$ cat src/rtl/cnn_ctrl_pkg.sv
// Shared CNN control definitions: scheduler state encoding
// and the output-buffer address and lane widths.
package cnn_ctrl_pkg;

    localparam int ADDR_W = 16;
    localparam int LANE_W = 2;

    typedef enum logic [1:0] {
        ST_IDLE  = 2'd0,
        ST_RUN   = 2'd1,
        ST_FLUSH = 2'd2
    } sched_state_e;

endpackage

$ cat src/rtl/conv_out_sched.sv
// Convolution output scheduler. It counts MAC steps per neuron,
// walks the pixels of each plane and then the output channels,
// and issues one output-buffer byte write per finished neuron.
// Ports:
//   clk, rst           : clock, synchronous active-high reset
//   start              : layer start pulse, honoured only in IDLE
//   mac_valid/mac_ready: one MAC accumulation step handshake
//   wr_valid/wr_ready  : finished-neuron write handshake
//   wr_addr, wr_lane   : output word address and byte lane
//   plane_done         : one-cycle pulse after a plane's last neuron
//   layer_done         : one-cycle pulse on return to IDLE
//   busy               : state is not IDLE
module conv_out_sched
    import cnn_ctrl_pkg::*;
#(
    parameter int TAPS       = 25,
    parameter int PLANE_SIZE = 784,
    parameter int OUT_CH     = 8
) (
    input  logic              clk,
    input  logic              rst,
    input  logic              start,
    input  logic              mac_valid,
    output logic              mac_ready,
    output logic              wr_valid,
    input  logic              wr_ready,
    output logic [ADDR_W-1:0] wr_addr,
    output logic [LANE_W-1:0] wr_lane,
    output logic              plane_done,
    output logic              layer_done,
    output logic              busy
);

    localparam int TW = (TAPS > 1) ? $clog2(TAPS) : 1;
    localparam int OW = (OUT_CH > 4) ? $clog2(OUT_CH) : 2;

    localparam logic [TW-1:0]     TAP_LAST   = TW'(TAPS - 1);
    localparam logic [ADDR_W-1:0] PIX_LAST   = ADDR_W'(PLANE_SIZE - 1);
    localparam logic [ADDR_W-1:0] PLANE_STEP = ADDR_W'(PLANE_SIZE);
    localparam logic [OW-1:0]     OCH_LAST   = OW'(OUT_CH - 1);

    if (TAPS < 1) begin : g_bad_taps
        $error("conv_out_sched: TAPS must be at least 1");
    end
    if ((OUT_CH / 4) * PLANE_SIZE > 65536) begin : g_bad_addr
        $error("conv_out_sched: layer does not fit a 16-bit address");
    end
    if ((OUT_CH < 4) || (OUT_CH % 4 != 0)) begin : g_bad_och
        $error("conv_out_sched: OUT_CH must be a multiple of 4");
    end

    sched_state_e      state_q, state_d;
    logic [TW-1:0]     tap_q, tap_d;
    logic [ADDR_W-1:0] pix_q, pix_d;
    logic [OW-1:0]     och_q, och_d;
    logic [ADDR_W-1:0] base_q, base_d;
    logic              wr_valid_q, wr_valid_d;
    logic [ADDR_W-1:0] wr_addr_q, wr_addr_d;
    logic [LANE_W-1:0] wr_lane_q, wr_lane_d;
    logic              plane_done_q, plane_done_d;
    logic              layer_done_q, layer_done_d;

    logic mac_ready_c;
    logic step_acc;
    logic neuron_end;
    logic wr_hs;

    always_comb begin
        state_d      = state_q;
        tap_d        = tap_q;
        pix_d        = pix_q;
        och_d        = och_q;
        base_d       = base_q;
        wr_valid_d   = wr_valid_q;
        wr_addr_d    = wr_addr_q;
        wr_lane_d    = wr_lane_q;
        plane_done_d = 1'b0;
        layer_done_d = 1'b0;

        // A step is taken only if the write slot is free or draining
        // this cycle, so a stalled write can never be overwritten.
        mac_ready_c = (state_q == ST_RUN) && (!wr_valid_q || wr_ready);
        step_acc    = mac_valid && mac_ready_c;
        neuron_end  = step_acc && (tap_q == TAP_LAST);
        wr_hs       = wr_valid_q && wr_ready;

        if (wr_hs) begin
            wr_valid_d = 1'b0;
        end

        unique case (state_q)
            ST_IDLE: begin
                if (start) begin
                    state_d = ST_RUN;
                    tap_d   = '0;
                    pix_d   = '0;
                    och_d   = '0;
                    base_d  = '0;
                end
            end
            ST_RUN: begin
                if (neuron_end) begin
                    tap_d      = '0;
                    wr_valid_d = 1'b1;
                    wr_addr_d  = base_q + pix_q;
                    wr_lane_d  = och_q[1:0];
                    if (pix_q == PIX_LAST) begin
                        pix_d        = '0;
                        plane_done_d = 1'b1;
                        // Four channels share one word; move to the
                        // next group of planes after lane 3.
                        if (och_q[1:0] == 2'd3) begin
                            base_d = base_q + PLANE_STEP;
                        end
                        if (och_q == OCH_LAST) begin
                            och_d   = '0;
                            state_d = ST_FLUSH;
                        end else begin
                            och_d = och_q + OW'(1);
                        end
                    end else begin
                        pix_d = pix_q + ADDR_W'(1);
                    end
                end else if (step_acc) begin
                    tap_d = tap_q + TW'(1);
                end
            end
            ST_FLUSH: begin
                if (wr_hs) begin
                    state_d      = ST_IDLE;
                    layer_done_d = 1'b1;
                end
            end
            default: begin
                state_d = ST_IDLE;
            end
        endcase
    end

    always_ff @(posedge clk) begin
        if (rst) begin
            state_q      <= ST_IDLE;
            tap_q        <= '0;
            pix_q        <= '0;
            och_q        <= '0;
            base_q       <= '0;
            wr_valid_q   <= 1'b0;
            wr_addr_q    <= '0;
            wr_lane_q    <= '0;
            plane_done_q <= 1'b0;
            layer_done_q <= 1'b0;
        end else begin
            state_q      <= state_d;
            tap_q        <= tap_d;
            pix_q        <= pix_d;
            och_q        <= och_d;
            base_q       <= base_d;
            wr_valid_q   <= wr_valid_d;
            wr_addr_q    <= wr_addr_d;
            wr_lane_q    <= wr_lane_d;
            plane_done_q <= plane_done_d;
            layer_done_q <= layer_done_d;
        end
    end

    assign mac_ready  = mac_ready_c;
    assign wr_valid   = wr_valid_q;
    assign wr_addr    = wr_addr_q;
    assign wr_lane    = wr_lane_q;
    assign plane_done = plane_done_q;
    assign layer_done = layer_done_q;
    assign busy       = (state_q != ST_IDLE);

endmodule
$ cat config.mk
export PLATFORM = sky130hd
export DESIGN_NAME = conv_out_sched
export DESIGN_NICKNAME = d
export VERILOG_FILES = /design/src/rtl/cnn_ctrl_pkg.sv /design/src/rtl/conv_out_sched.sv
export SDC_FILE = /design/constraint.sdc
export NUM_CORES = 1
export LEC_CHECK = 0
export CAP_MARGIN = 20
export CORE_UTILIZATION = 51
export CTS_BUF_LIST = sky130_fd_sc_hd__clkbuf_8
export DETAILED_ROUTE_END_ITERATION = 6
export MAX_ROUTING_LAYER = met4
export PLACE_DENSITY = 0.68
export SYNTH_ARGS = -nofsm -noshare
export SYNTH_HDL_FRONTEND = slang
export SYNTH_SLANG_ARGS = --single-unit
export TNS_END_PERCENT = 5
$ cat constraint.sdc
create_clock -name clk -period 2.87 [get_ports clk]
set_input_delay 0.861 -clock clk [delete_from_list [all_inputs] [get_ports clk]]
set_output_delay 0.861 -clock clk [all_outputs]
set_load 0.005 [all_outputs]
# Word-level counts from Yosys, hierarchy flattened
# Index checks and enable logic that the tools add are counted.
[classes]
bitwise = 3
addsub = 5
mux = 28
reduce_logical = 17
n_eq_ne = 13
[op_table]
columns = ["cell", "count"]
rows = [
  ["2-to-1 mux 16 bit", 6],
  ["one-hot mux 16 bit (2 select lines)", 2],
  ["adder 16 x 1 -> 16 bit (second input constant)", 1],
  ["adder 16 x 10 -> 16 bit (second input constant)", 1],
  ["adder 16 bit", 1],
  ["equality test 16 x 10 -> 1 bit (second input constant)", 1],
  ["2-to-1 mux 5 bit", 3],
  ["2-to-1 mux 3 bit", 4],
  ["2-to-1 mux 2 bit", 5],
  ["one-hot mux 5 bit (2 select lines)", 1],
  ["AND reduction 5 bit", 2],
  ["!= test 2 x 1 -> 1 bit (second input constant)", 3],
  ["!= test 2 bit (second input constant)", 3],
  ["one-hot mux 2 bit (3 select lines)", 1],
  ["one-hot mux 3 bit (2 select lines)", 1],
  ["AND reduction 3 bit", 2],
  ["adder 5 x 1 -> 5 bit (second input constant)", 1],
  ["equality test 5 bit (second input constant)", 1],
  ["2-to-1 mux 1 bit", 5],
  ["equality test 2 bit (second input constant)", 2],
  ["logical AND 1 bit", 4],
  ["AND reduction 4 bit", 1],
  ["nonzero test 2 bit", 2],
  ["adder 3 x 1 -> 3 bit (second input constant)", 1],
  ["10 further kinds", 12],
]
[totals]
inputBits = 5
register_bits = 63
output_inout_bits = 23

# Logic depth before layout (Yosys ltp)
[depth]
depth_word = 7
depth_mapped = 9

# Least setup slack after synthesis
# OpenSTA, ideal clock, no wires.
[synth_timing]
path_kind = "input port to flip-flop"
start = "input wr_ready"
end = "register pix_q[14]"
setup_slack_ns = 0.482
arrival_time_ns = 2.271
setup_time_ns = 0.117
stages = 7
cell_sequence = "nand2b_1 a41oi_1 clkbuf_1 buf_1 nor3_1 xnor2_1 nor2_1"
[synth_between]
elab_chain_cells = 6
[synth_lines]
columns = ["item", "line", "source"]
rows = [
  ["start, declared", "conv_out_sched.sv:26", "input logic wr_ready,"],
  ["logical OR 1 bit", "conv_out_sched.sv:82", "mac_ready_c = (state_q == ST_RUN) && (!wr_valid_q || wr_ready);"],
  ["logical AND 1 bit", "conv_out_sched.sv:82", ""],
  ["logical AND 1 bit", "conv_out_sched.sv:83", "step_acc = mac_valid && mac_ready_c;"],
  ["logical AND 1 bit", "conv_out_sched.sv:84", "neuron_end = step_acc && (tap_q == TAP_LAST);"],
  ["!= test 2 bit (no line)", "--", ""],
  ["AND reduction 3 bit (no line)", "--", ""],
  ["end signal, assigned", "conv_out_sched.sv:155", "pix_q <= pix_d;"],
  ["end, declared", "conv_out_sched.sv:54", "logic [ADDR_W-1:0] pix_q, pix_d;"],
]
# Every way passes these cells.
# A chain may end at the register's enable or synchronous reset.

# Worst setup path after layout
[layout_timing]
start = "input wr_ready"
end = "output mac_ready"
[layout_between]
elab_chain_cells = 2
[layout_lines]
columns = ["item", "line", "source"]
rows = [
  ["logical OR 1 bit", "conv_out_sched.sv:82", ""],
  ["logical AND 1 bit", "conv_out_sched.sv:82", ""],
  ["end, declared", "conv_out_sched.sv:24", "output logic mac_ready,"],
]
# Every way passes these cells.

==> results.md <==
* Syn Inst Count at 373
* Total of max-cap violations at 0
* 1st-iter DRT viols at 202
* Top Ports at 28
* Mean post-synth cell area at 8.32 um^2
* CTS tree: built
* Root Driver: clkbuf_8
* Ys flop type: dfxtp_1
* Count leader, synth: dfxtp_1
* HP Start: wr_addr[3]$_SDFFE_PP0P_
* Post-cts resize count at 1
* Final hold vios at 0
* Overall Global Routing Usage at 0.256
* Worst Setup End Kind: output port
* Post-synth EDFFs at 0
* # DRC at 0
* Via count at 2,849
* Area leader, netlist: dfxtp_1
* Critical path class: primary input to output port
* Placed Instances at 471
* First-pass GRT wire length at 12.2 mm
* Data arrival time of the worst path at 1.86 ns
* Synthesized cell area at 0.00310 mm^2
* Chip width at 80.0 um
* Cell Area, Placed at 0.00350 mm^2
* Die extent in y at 80.0 um
* CTS Sinks at 59
* Status: finished, final reports clean
* Cell area after layout at 0.00370 mm^2
* Pre-CTS setup slack at -0.0878 ns
* Leakage at 1.36 nW
* RSZ-0062 raised after global routing: no
* Rel. slew slack at 0.694
* Final ANT Viol Nets at 0
* Initial antenna violation count at 0
* Post-Route WL at 7.35 mm
* H-tree depth at 3
* Critical Path Start Type: primary input
* Clk buf depth at 2
* Highest clock rate at 367 MHz
* Filler Cells Inserted at 555
* Setup violations, final at 0
* Worst vdd ir at 284 uV
* Tmin final at 2.72 ns
* Postcts setup bufs at 0
* IO buf count at 27
* Maximum fanout along the worst path at 2
* Via/cell ratio at 5.85
* Fin worst setup slack at 0.146 ns
* Post-synth top cells: dfxtp_1, nand2_1, nor2_1
* Worst hold path type: flip-flop to flip-flop
* Clk slew on worst S/H paths at 0.07 ns
* Largest net degree at the start of global routing at 26
* Worst setup path startpoint: wr_ready
* Vias in the first global route at 2,609
* DR WL/cell at 15.1 um
* CP Data Required Time at 2.01 ns
* Post-Syn Nets at 395
* Worst slew pin tran at 0.455 ns
* Initial Util at 0.527
* Slew Limit Fails at 0
* Die area at 0.00640 mm^2
* Area share of the largest cell type after synthesis at 0.381
* Hpwl dp at 5.44 mm
* Ranking of synthesized cells by area: dfxtp_1, ha_1, xnor2_1, nand2_1, a21oi_1
* Synth-to-Final Area Change at 19.4%
* Row Count at 28
* Tcrit/Tclk final at 0.949
* Num CTS Buffers at 9
* Non-filler cells, final at 487
* Synth warn at 0
* Core area at 0.00589 mm^2
* Antenna cells at 0
* Total power at 1.67 mW
* Share of cells above drive strength 1 at 0.0971
* Iteration count of the initial detailed-routing pass at 4
* Final TNS setup at 0 ns
* Power Density at 452 mW/mm^2
* Synthesis-stage register bit count at 59
* NumNets Final at 429
* Gpl congestion at 0.858
* Fin util at 0.629
* Hold buffer count at cts at 0
* Aggregate global routing overflow at 0
* Final hold slack at 0.453 ns
* Final Skew at 0.00998 ns
* Register area share after synthesis at 0.381
* Worst skew pair latency at 0.34 ns
* Async S/R FF share, synth at 0
* Worst flop-to-flop path startpoint: pix_q[0]$_SDFFE_PP0P_
* Yosys cell types at 55
==> per-layer routing <==
| metal | global-route usage | vias to the layer above | routed length [um] |
|---|---|---|---|
| met1 | 0.319 | 1343 | 3330 |
| met4 | 0.107 | 0 | 133 |
| met5 | - | - | 0 |
| li1 | - | 1442 | - |
| met2 | 0.406 | 50 | 3570 |
| met3 | 0.0491 | 14 | 316 |
==> path summary, 6_finish.rpt <==
| kind | endpoint | slack [ns] | cells after the start |
|---|---|---|---|
| worst max-delay path | mac_ready | 0.15 | 4 |
| worst min-delay path | wr_addr[3]$_SDFFE_PP0P_ | 0.45 | 2 |
| worst max register to register | pix_q[9]$_SDFFE_PP0P_ | 0.44 | 7 |
| worst min register to register | wr_addr[3]$_SDFFE_PP0P_ | 0.45 | 2 |
==> state kept, by name, indices dropped and copies added (netlist names), 2 cells and up <==
| register | flops |
|---|---|
| och_q | 3 |
| state_q | 2 |
| wr_addr | 16 |
| base_q | 12 |
| wr_lane | 2 |
| tap_q | 5 |
| pix_q | 16 |
==> critical path: stages <==
cell and delay (ns):
clkdlybuf4s50_1 0.41, nand2b_1 0.16, and2_1 0.17, dlygate4sd2_1 0.26
==> area by class of cell <==
class,instances,area [um^2],share of cell area
multi-input cells,283,1800,0.485
flip-flops and latches,59,1180,0.319
repair buffers,43,389,0.105
clock buffers,10,138,0.0371
well taps,75,93.8,0.0253
clock inverters,6,66.3,0.0179
inverters,11,41.3,0.0111
==> cell families (layout without fill, tap and decap cells) <==
group,Yosys count,after routing,synth area share
and+or+nand+nor,160,160,0.271
AOI/OAI and AO/OA,85,85,0.180
DFF,59,59,0.381
buffers and inverters,31,70,0.0403
xor gates and xnor gates,20,20,0.0565
adders and majority gates,17,17,0.0686
muxes,1,1,0.00323
==> placed cells by master (no fill, tap or decap), types with 3 or more instances in the layout <==
master and n:
nand2b_1 4, a21o_1 3, nor3_1 15, a31oi_1 11, a2bb2oi_1 3, a211oi_1 3, ha_1 17, a41oi_1 4
inv_1 11, nand2_1 39, nand4_1 13, nor2_1 33, a31o_2 3, nor4_1 5, and3_1 5, nor4b_1 4
nor3b_1 3, buf_4 16, o21ai_0 11, a21oi_1 28, o31ai_1 3, clkdlybuf4s50_1 26, xnor2_1 19, nor2b_1 3
dfxtp_1 59, clkbuf_8 10, or4_1 3, nand3_1 18, and4_1 4
==> power breakdown <==
part | total, mW | internal (mW) | leakage (nW) | switching (mW)
logic | 0.0780 | 0.0304 | 0.786 | 0.0477
registers | 0.829 | 0.823 | 0.476 | 0.00604
clock network | 0.768 | 0.424 | 0.0999 | 0.344
No activity file was read; power rests on OpenSTA's default activity.
